File: config.mk
export PLATFORM = sky130hd
export DESIGN_NAME = uart_tx
export DESIGN_NICKNAME = d
export VERILOG_FILES = /design/src/rtl/uart_pkg.sv /design/src/rtl/uart_baud_gen.sv /design/src/rtl/uart_tx.sv
export SDC_FILE = /design/constraint.sdc
export NUM_CORES = 1
export LEC_CHECK = 0
export CAP_MARGIN = 20
export CORE_MARGIN = 5
export CORE_UTILIZATION = 59
export DETAILED_ROUTE_END_ITERATION = 7
export DONT_BUFFER_PORTS = 1
export PLACE_DENSITY = 0.8
export SETUP_SLACK_MARGIN = 0.02
export SLEW_MARGIN = 10
export SYNTH_ARGS = -nofsm -noshare
export SYNTH_HDL_FRONTEND = slang
export SYNTH_SLANG_ARGS = --single-unit
export TNS_END_PERCENT = 10
File: constraint.sdc
create_clock -name clk -period 1.8 [get_ports clk]
set_clock_uncertainty 0.1 [all_clocks]
set_input_delay 0.54 -clock clk [delete_from_list [all_inputs] [get_ports clk]]
set_output_delay 0.54 -clock clk [all_outputs]
set_load 0.02 [all_outputs]
File: src/rtl/uart_pkg.sv
// Shared definitions for the UART transmitter: FSM state encoding, line levels
// and frame length. TX_PARITY_EN adds an even-parity bit before the stop bit.
package uart_pkg;

    typedef logic [2:0] state_t;

    localparam state_t ST_IDLE   = 3'd0;
    localparam state_t ST_START  = 3'd1;
    localparam state_t ST_DATA   = 3'd2;
    localparam state_t ST_PARITY = 3'd3;
    localparam state_t ST_STOP   = 3'd4;

    localparam logic IDLE_LVL  = 1'b1;
    localparam logic STOP_LVL  = 1'b1;
    localparam logic START_LVL = 1'b0;

    // Bits per frame including start, optional parity and stop.
    function automatic int frame_bits(input int data_bits);
`ifdef TX_PARITY_EN
        return data_bits + 3;
`else
        return data_bits + 2;
`endif
    endfunction

endpackage

File: src/rtl/uart_baud_gen.sv
// Bit-period timer: counts CLKS_PER_BIT cycles and pulses tick_o on the last one.
// clr_i restarts the count so every FSM state gets whole bit periods.
module uart_baud_gen
    import uart_pkg::*;
#(
    parameter int CLKS_PER_BIT = 2
) (
    input  logic clk,
    input  logic rst_n,
    input  logic clr_i,
    output logic tick_o
);

    localparam int CW = (CLKS_PER_BIT > 1) ? $clog2(CLKS_PER_BIT) : 1;
    localparam logic [CW-1:0] LAST = CW'(CLKS_PER_BIT - 1);

    logic [CW-1:0] cnt_q, cnt_d;

    assign tick_o = (cnt_q == LAST);

    always_comb begin
        cnt_d = cnt_q + 1'b1;
        if (clr_i || tick_o) cnt_d = '0;
    end

    always_ff @(posedge clk or negedge rst_n) begin
        if (!rst_n) cnt_q <= '0;
        else        cnt_q <= cnt_d;
    end

endmodule

File: src/rtl/uart_tx.sv
// UART transmitter, 8N1 by default, LSB first, registered outputs.
// Define TX_PARITY_EN to insert an even-parity bit between data and stop.
module uart_tx
    import uart_pkg::*;
#(
    parameter int CLKS_PER_BIT = 2,
    parameter int DATA_BITS    = 8
) (
    input  logic                 clk,
    input  logic                 rst_n,
    input  logic                 tx_start,
    input  logic [DATA_BITS-1:0] tx_pi,
    output logic                 tx_so,
    output logic                 tx_busy
);

    localparam int BW = (DATA_BITS > 1) ? $clog2(DATA_BITS) : 1;
    localparam logic [BW-1:0] LAST_BIT = BW'(DATA_BITS - 1);

    state_t                 state_q, state_d;
    logic                   start_q;
    logic [DATA_BITS-1:0]   shreg_q, shreg_d;
    logic [BW-1:0]          bit_cnt_q, bit_cnt_d;
    logic                   so_q, so_d;
    logic                   busy_q, busy_d;
    logic                   start_edge;
    logic                   tick;
`ifdef TX_PARITY_EN
    logic                   par_q, par_d;
`endif

    assign start_edge = tx_start & ~start_q;

    uart_baud_gen #(.CLKS_PER_BIT(CLKS_PER_BIT)) u_baud (
        .clk    (clk),
        .rst_n  (rst_n),
        .clr_i  (state_d != state_q),
        .tick_o (tick)
    );

    always_comb begin
        state_d   = state_q;
        shreg_d   = shreg_q;
        bit_cnt_d = bit_cnt_q;
`ifdef TX_PARITY_EN
        par_d     = par_q;
`endif
        case (state_q)
            ST_IDLE: if (start_edge) begin
                shreg_d   = tx_pi;
                bit_cnt_d = '0;
`ifdef TX_PARITY_EN
                par_d     = ^tx_pi;
`endif
                state_d   = ST_START;
            end
            ST_START: if (tick) state_d = ST_DATA;
            ST_DATA: if (tick) begin
                shreg_d = shreg_q >> 1;
                if (bit_cnt_q == LAST_BIT) begin
`ifdef TX_PARITY_EN
                    state_d = ST_PARITY;
`else
                    state_d = ST_STOP;
`endif
                end else begin
                    bit_cnt_d = bit_cnt_q + 1'b1;
                end
            end
`ifdef TX_PARITY_EN
            ST_PARITY: if (tick) state_d = ST_STOP;
`endif
            ST_STOP: if (tick) state_d = ST_IDLE;
            default: state_d = ST_IDLE;
        endcase
    end

    // Output levels follow the next state so they change on the same edge as the FSM.
    always_comb begin
        so_d = IDLE_LVL;
        case (state_d)
            ST_START:  so_d = START_LVL;
            ST_DATA:   so_d = shreg_d[0];
`ifdef TX_PARITY_EN
            ST_PARITY: so_d = par_d;
`endif
            ST_STOP:   so_d = STOP_LVL;
            default:   so_d = IDLE_LVL;
        endcase
        busy_d = (state_d != ST_IDLE);
    end

    always_ff @(posedge clk or negedge rst_n) begin
        if (!rst_n) begin
            state_q   <= ST_IDLE;
            start_q   <= 1'b0;
            shreg_q   <= '0;
            bit_cnt_q <= '0;
            so_q      <= IDLE_LVL;
            busy_q    <= 1'b0;
`ifdef TX_PARITY_EN
            par_q     <= 1'b0;
`endif
        end else begin
            state_q   <= state_d;
            start_q   <= tx_start;
            shreg_q   <= shreg_d;
            bit_cnt_q <= bit_cnt_d;
            so_q      <= so_d;
            busy_q    <= busy_d;
`ifdef TX_PARITY_EN
            par_q     <= par_d;
`endif
        end
    end

    assign tx_so   = so_q;
    assign tx_busy = busy_q;

endmodule

==> results.cfg, run 1 <==
[cells_and_area]
layout_common_cells = 17 x dfrtp_1, 8 x a22o_1, 6 x a21o_1
layout.filler_cells = 130
register_area_sq_um = 452
layout.nets = 88
layout_commonest_cell = dfrtp_1
synthToLayoutAreaGrowth_pct = 3.50
layout-drive-gt1-share_pct = 25.7
multiInputGateArea_sq_um = 388
num_antenna_cells = 0

[floorplan]
coreArea_sq_mm = 0.00147
die_width_microns = 48.9
start_util_pct = 60.7
io_pins = 13
dieArea_sq_mm = 0.00239
die_y_microns = 48.9
rows = 14

[power_and_ir_drop]
p_int_uw = 938
combPwrFrac_pct = 30.0
power_frac_clock_pct = 16.6
p_total_uw = 1440
p_leak_uw = 0.000437
p_seq_share_pct = 53.4
powerDensity_mw_per_mm2 = 1560
p_sw_uw = 505
swShare_pct = 35.0
ir_drop_v = 0.000826

[placement]
pre_cts_ws_ns = 0.190
port_buffers = 0
hpwlAfterDp_microns = 1040
gp_congestion = 0.762

[critical_path]
critPathRequiredTime_ns = 1.87
end_kind = flop
cpMaxStageDelayCell = dfrtp_1
crit_top_cell = ha_1
cpPeakStageDelay_ns = 0.40
criticalPathCategory = reg2reg
startpoint_type = flop
worst_ep_arrival_time_ns = 1.69
worstReg2RegStart = bit_cnt_q[0]
crit_end = tx_busy
critPathMaxFanout = 4
startpoint = bit_cnt_q[0]
r2r-end = tx_busy
path_cells = ha_1, ha_1, nand4b_1, a21oi_2, or3_1
r2r_cells = 5
r2r_slack_ns = 0.18

[yosys]
syn-instance-count = 72
ys_ff_latch = 18
synth_largest_area_cell = dfrtp_1
yosys.cell_types.count = 30
synth.top_cell.area_share_pct = 47.6
synth_edf_count = 0
ys.flop_type = dfrtp_1
netlist_top_cells_area = dfrtp_1 48%, a22o_1 7.8%, a21o_1 5.0%
synth_warnings = 0
avgSynthCellArea_sq_um = 12.4
async_flop_share_pct = 100
syn_nets = 85
yosysSeqAreaShare_pct = 50.6
syn-cell-area_sq_um = 893

[drt]
vias = 540
vias_per_cell = 6.00
drt_wl_total_microns = 1400
drtAntennaViolNets = 0
drtPass1Iterations = 2
drtIter0Drc = 3
wire_per_inst_microns = 15.6
drc = 0

[timing]
max_slew_margin_pct = 47.6
fin_crit_sh_pct = 90.1
holdWs_ns = 0.175
period_minus_slack_ns = 1.62
setup_viol = 0
slew_viol_final = 0
finalHoldViolCount = 0
clock.fmax_mhz = 617
rsz0062_at_grt = no
worst_slew_pin_slew_ns = 0.783
fin_tns_setup_ns = 0
worst_slack_ns = 0.178

[cts]
numCtsBuffers = 3
ctsHtreeMaxLevel = 1
clk_latency_ns = 0.28
clkTransAtPathRegs_ns = 0.10
cts_resized = 0
cts_root_buf = clkbuf_4
cts_setup_buffers = 0
cts_num_sinks = 18
cts_tree = done
clock_path_buffers = 2

[global_route]
grt_pass1_wl_microns = 2550
antenna_found_initial = 0
overflow = 0
grt_max_degree = 19
grt_usage_pct = 13.5
grt_pass1_vias = 600

[job]
drv_cap = 0

[min_path]
worstHoldPathType = in2reg

[status]
status = finished, final reports clean
## final cells by class
type                    instances  area share, %
multi-input cells              48           41.9
well taps                      16           2.17
inverters                       1          0.406
flip-flops and latches         18           48.8
clock buffers                   4           3.92
repair buffers                  3           2.71
## synth_stat cells, types with 2 or more instances
master and count:
a21o_1 6, a21oi_2 2, a22o_1 8, buf_6 4, dfrtp_1 17, ha_1 2
mux2_2 2, nand2_1 3, nand3b_1 2, nor2_1 3, o21ai_0 4
## routing by layer
layer / vias to the layer above / share of wire [%] / global-route usage, %
li1: 267 / - / -
met1: 262 / 46 / 17.3
met2: 9 / 49 / 21.3
met3: 2 / 3.1 / 2.14
met4: 0 / 1.4 / 8.07
met5: - / 0 / 0
## registers in the layout (all words and copies together) (netlist names)
signal,cells
tx_busy,1
tx_so,1
shreg_q,8
bit_cnt_q,3
state_q,3
u_baud.tick_o,1
start_q,1
## stage by stage
stage | area [sq um] | util (%) | instances
2_1_floorplan | 893 | - | 72
3_3_place_gp | 878 | 59.7 | 85
3_5_place_dp | 878 | 59.7 | 85
4_1_cts | 925 | 62.8 | 90
5_1_grt | 925 | 62.8 | 90
6_report | 925 | 62.8 | 90
## critical path, delay by kind of cell, from the launching register on
kind | cells | cell delay, ns
and+or+nand+nor | 2 | 0.50
DFF | 1 | 0.40
AOI/OAI and AO/OA | 1 | 0.08
adders and majority gates | 2 | 0.43
## timing repair
action | CTS | global route
hold buffers | 1 | 0
setup endpoints to repair | 0 | 0
endpoints found under the hold margin | 18 | 0
## cells by family after synthesis
| family | count (synthesis) | share of synthesized area [%] |
|---|---|---|
| AO/OA/AOI/OAI | 23 | 20.4 |
| AND/OR/NAND/NOR | 20 | 16.5 |
| flip-flops | 18 | 50.6 |
| buffers and inverters | 6 | 6.02 |
| adder cells (fa/ha/maj) | 3 | 3.92 |
| multiplexers | 2 | 2.52 |
## worst min path at each step
stage | startpoint | endpoint | slack [ns] | depth (start not counted)
floorplan | rst_n | bit_cnt_q[0] | 0.14 | 0
global placement | rst_n | bit_cnt_q[2] | 0.14 | 0
detailed placement | rst_n | bit_cnt_q[2] | 0.15 | 0
CTS | tx_start | start_q | 0.17 | 0
global route | tx_start | start_q | 0.15 | 0
finish | tx_start | start_q | 0.18 | 0
## power by group through the flow
| stage | clock network (uW) | registers, uW | logic (uW) |
|---|---|---|---|
| 6_report | 239 | 770 | 433 |
| 5_1_grt | 275 | 795 | 488 |
| 2_1_floorplan | 0 | 677 | 481 |
| 3_5_place_dp | 0 | 780 | 427 |
| 3_3_place_gp | 0 | 773 | 416 |
| 4_1_cts | 244 | 771 | 441 |
Note: power is estimated with default switching activity, not from simulation.
==> run 2, diff against run 1 <==
CORE_UTILIZATION = 55   (was 59)
PLACE_DENSITY = 0.75   (was 0.8)
RECOVER_POWER = 100   (was default)
==> results.cfg, run 2 (synthesized netlist as in run 1, its figures left out) <==
[placement]
hpwlAfterDp_microns = 1040
port_buffers = 0
place_area_sq_um = 886
gp_congestion = 0.729

[drt]
drtIter0Drc = 4
vias_per_cell = 6.29
drtPass1Iterations = 4
wire_per_inst_microns = 15.4
drc = 0
drtAntennaViolNets = 0
drt_wl_total_microns = 1410
vias = 572

[timing]
fin_tns_setup_ns = 0
max_slew_margin_pct = 47.0
worst_slew_pin_slew_ns = 0.793
rsz0062_at_grt = no
setup_viol = 0
period_minus_slack_ns = 1.60
slew_viol_final = 0
clock.fmax_mhz = 625
finalHoldViolCount = 0
fin_crit_sh_pct = 88.9

[power_and_ir_drop]
p_leak_uw = 0.000437
powerDensity_mw_per_mm2 = 1570
ir_drop_v = 0.000676

[cells_and_area]
reg_top3 = shreg_q x8, bit_cnt_q x3, state_q x3
layout.filler_cells = 124
largest-register = shreg_q
final_cell_area_sq_um = 915
synthToLayoutAreaGrowth_pct = 2.38
layout_common_cells = 17 x dfrtp_1, 8 x a22o_1, 6 x a21o_1
layout_commonest_cell = dfrtp_1
layout-drive-gt1-share_pct = 21.3
num_antenna_cells = 0
layout.nets = 89
largest_reg_flops = 8

[floorplan]
die_width_microns = 50.3
die_y_microns = 50.3
coreArea_sq_mm = 0.00152
start_util_pct = 58.6
rows = 14
dieArea_sq_mm = 0.00253
io_pins = 13

[cts]
cts_resized = 0
clkTransAtPathRegs_ns = 0.10
cts_tree = done
ctsHtreeMaxLevel = 1
clock_path_buffers = 2
clk_latency_ns = 0.29
cts_setup_buffers = 0
ctsHoldBuffers = 1
cts_root_buf = clkbuf_4
cts_num_sinks = 18
numCtsBuffers = 3

[critical_path]
r2r_slack_ns = 0.20
cpMaxStageDelayCell = dfrtp_1
startpoint_type = flop
criticalPathCategory = reg2reg
crit_top_cell = ha_1
critPathMaxFanout = 4
path_buf_inv = 0
cpPeakStageDelay_ns = 0.40
path_delay_family = simple AND/OR/NAND/NOR gates
path_cells = ha_1, ha_1, nand4b_1, a21oi_2, or3_1
worst_ep_arrival_time_ns = 1.68
critPathRequiredTime_ns = 1.88
end_kind = flop

[job]
drv_cap = 0

[global_route]
grt_pass1_wl_microns = 2500
antenna_found_initial = 0
overflow = 0
grt_pass1_vias = 592
grt_max_degree = 19
grt_usage_pct = 12.3

[min_path]
worstHoldPathType = in2reg

[status]
status = finished, final reports clean
run 2: worst paths after layout:
kind / start / end / cells past startpoint
min in group asynchronous: rst_n / tx_busy / 1
hold / removal: tx_start / start_q / 0
setup / recovery: bit_cnt_q[0] / tx_busy / 5
max in group asynchronous: rst_n / shreg_q[3] / 1
hold reg to reg: shreg_q[3] / shreg_q[3] / 1
setup reg to reg: bit_cnt_q[0] / tx_busy / 5
run 2: cell type report:
cell class	count	area, sq um	share of cell area (%)
tap	16	20.0	2.19
clock buffer	4	36.3	3.97
multi-input combinational	48	374	40.9
inverter	1	3.75	0.410
timing repair buffer	4	28.8	3.15
sequential	18	452	49.4
run 2: stage by stage:
step           power, uW  instances  hold slack, ns  util (%)  worst slack, ns
2_1_floorplan       1160         72           0.144         -            0.286
3_3_place_gp        1190         86           0.145      58.1            0.250
3_5_place_dp        1210         86           0.145      58.1            0.212
4_1_cts             1470         91           0.156      61.2            0.196
5_1_grt             1540         91           0.142      60.0            0.102
6_report            1430         91           0.168      60.0            0.201
run 2: metal layers:
metal	part of all wire, %	GRT usage [%]
met2	47	20.1
met3	4.0	2.96
met4	0	3.83
met1	49	16.0
met5	0	0
run 2: power breakdown:
group / leakage [uW] / internal [uW] / total (uW) / switching (uW)
sequential: 0.000225 / 575 / 764 / 189
clock: 0.0000210 / 123 / 247 / 123
combinational: 0.000192 / 230 / 423 / 193
total: 0.000437 / 928 / 1430 / 506
run 2: worst reg2reg max path: stages, from the launching register on:
cell and delay, ns:
dfrtp_1 0.40, ha_1 0.20, ha_1 0.22, nand4b_1 0.13
a21oi_2 0.07, or3_1 0.37
==> run 3, diff against run 2 <==
SLEW_MARGIN = 20   (was 10)
==> results of run 3 <==
The final DEF is identical to that of run 2; final timing and power are the same.
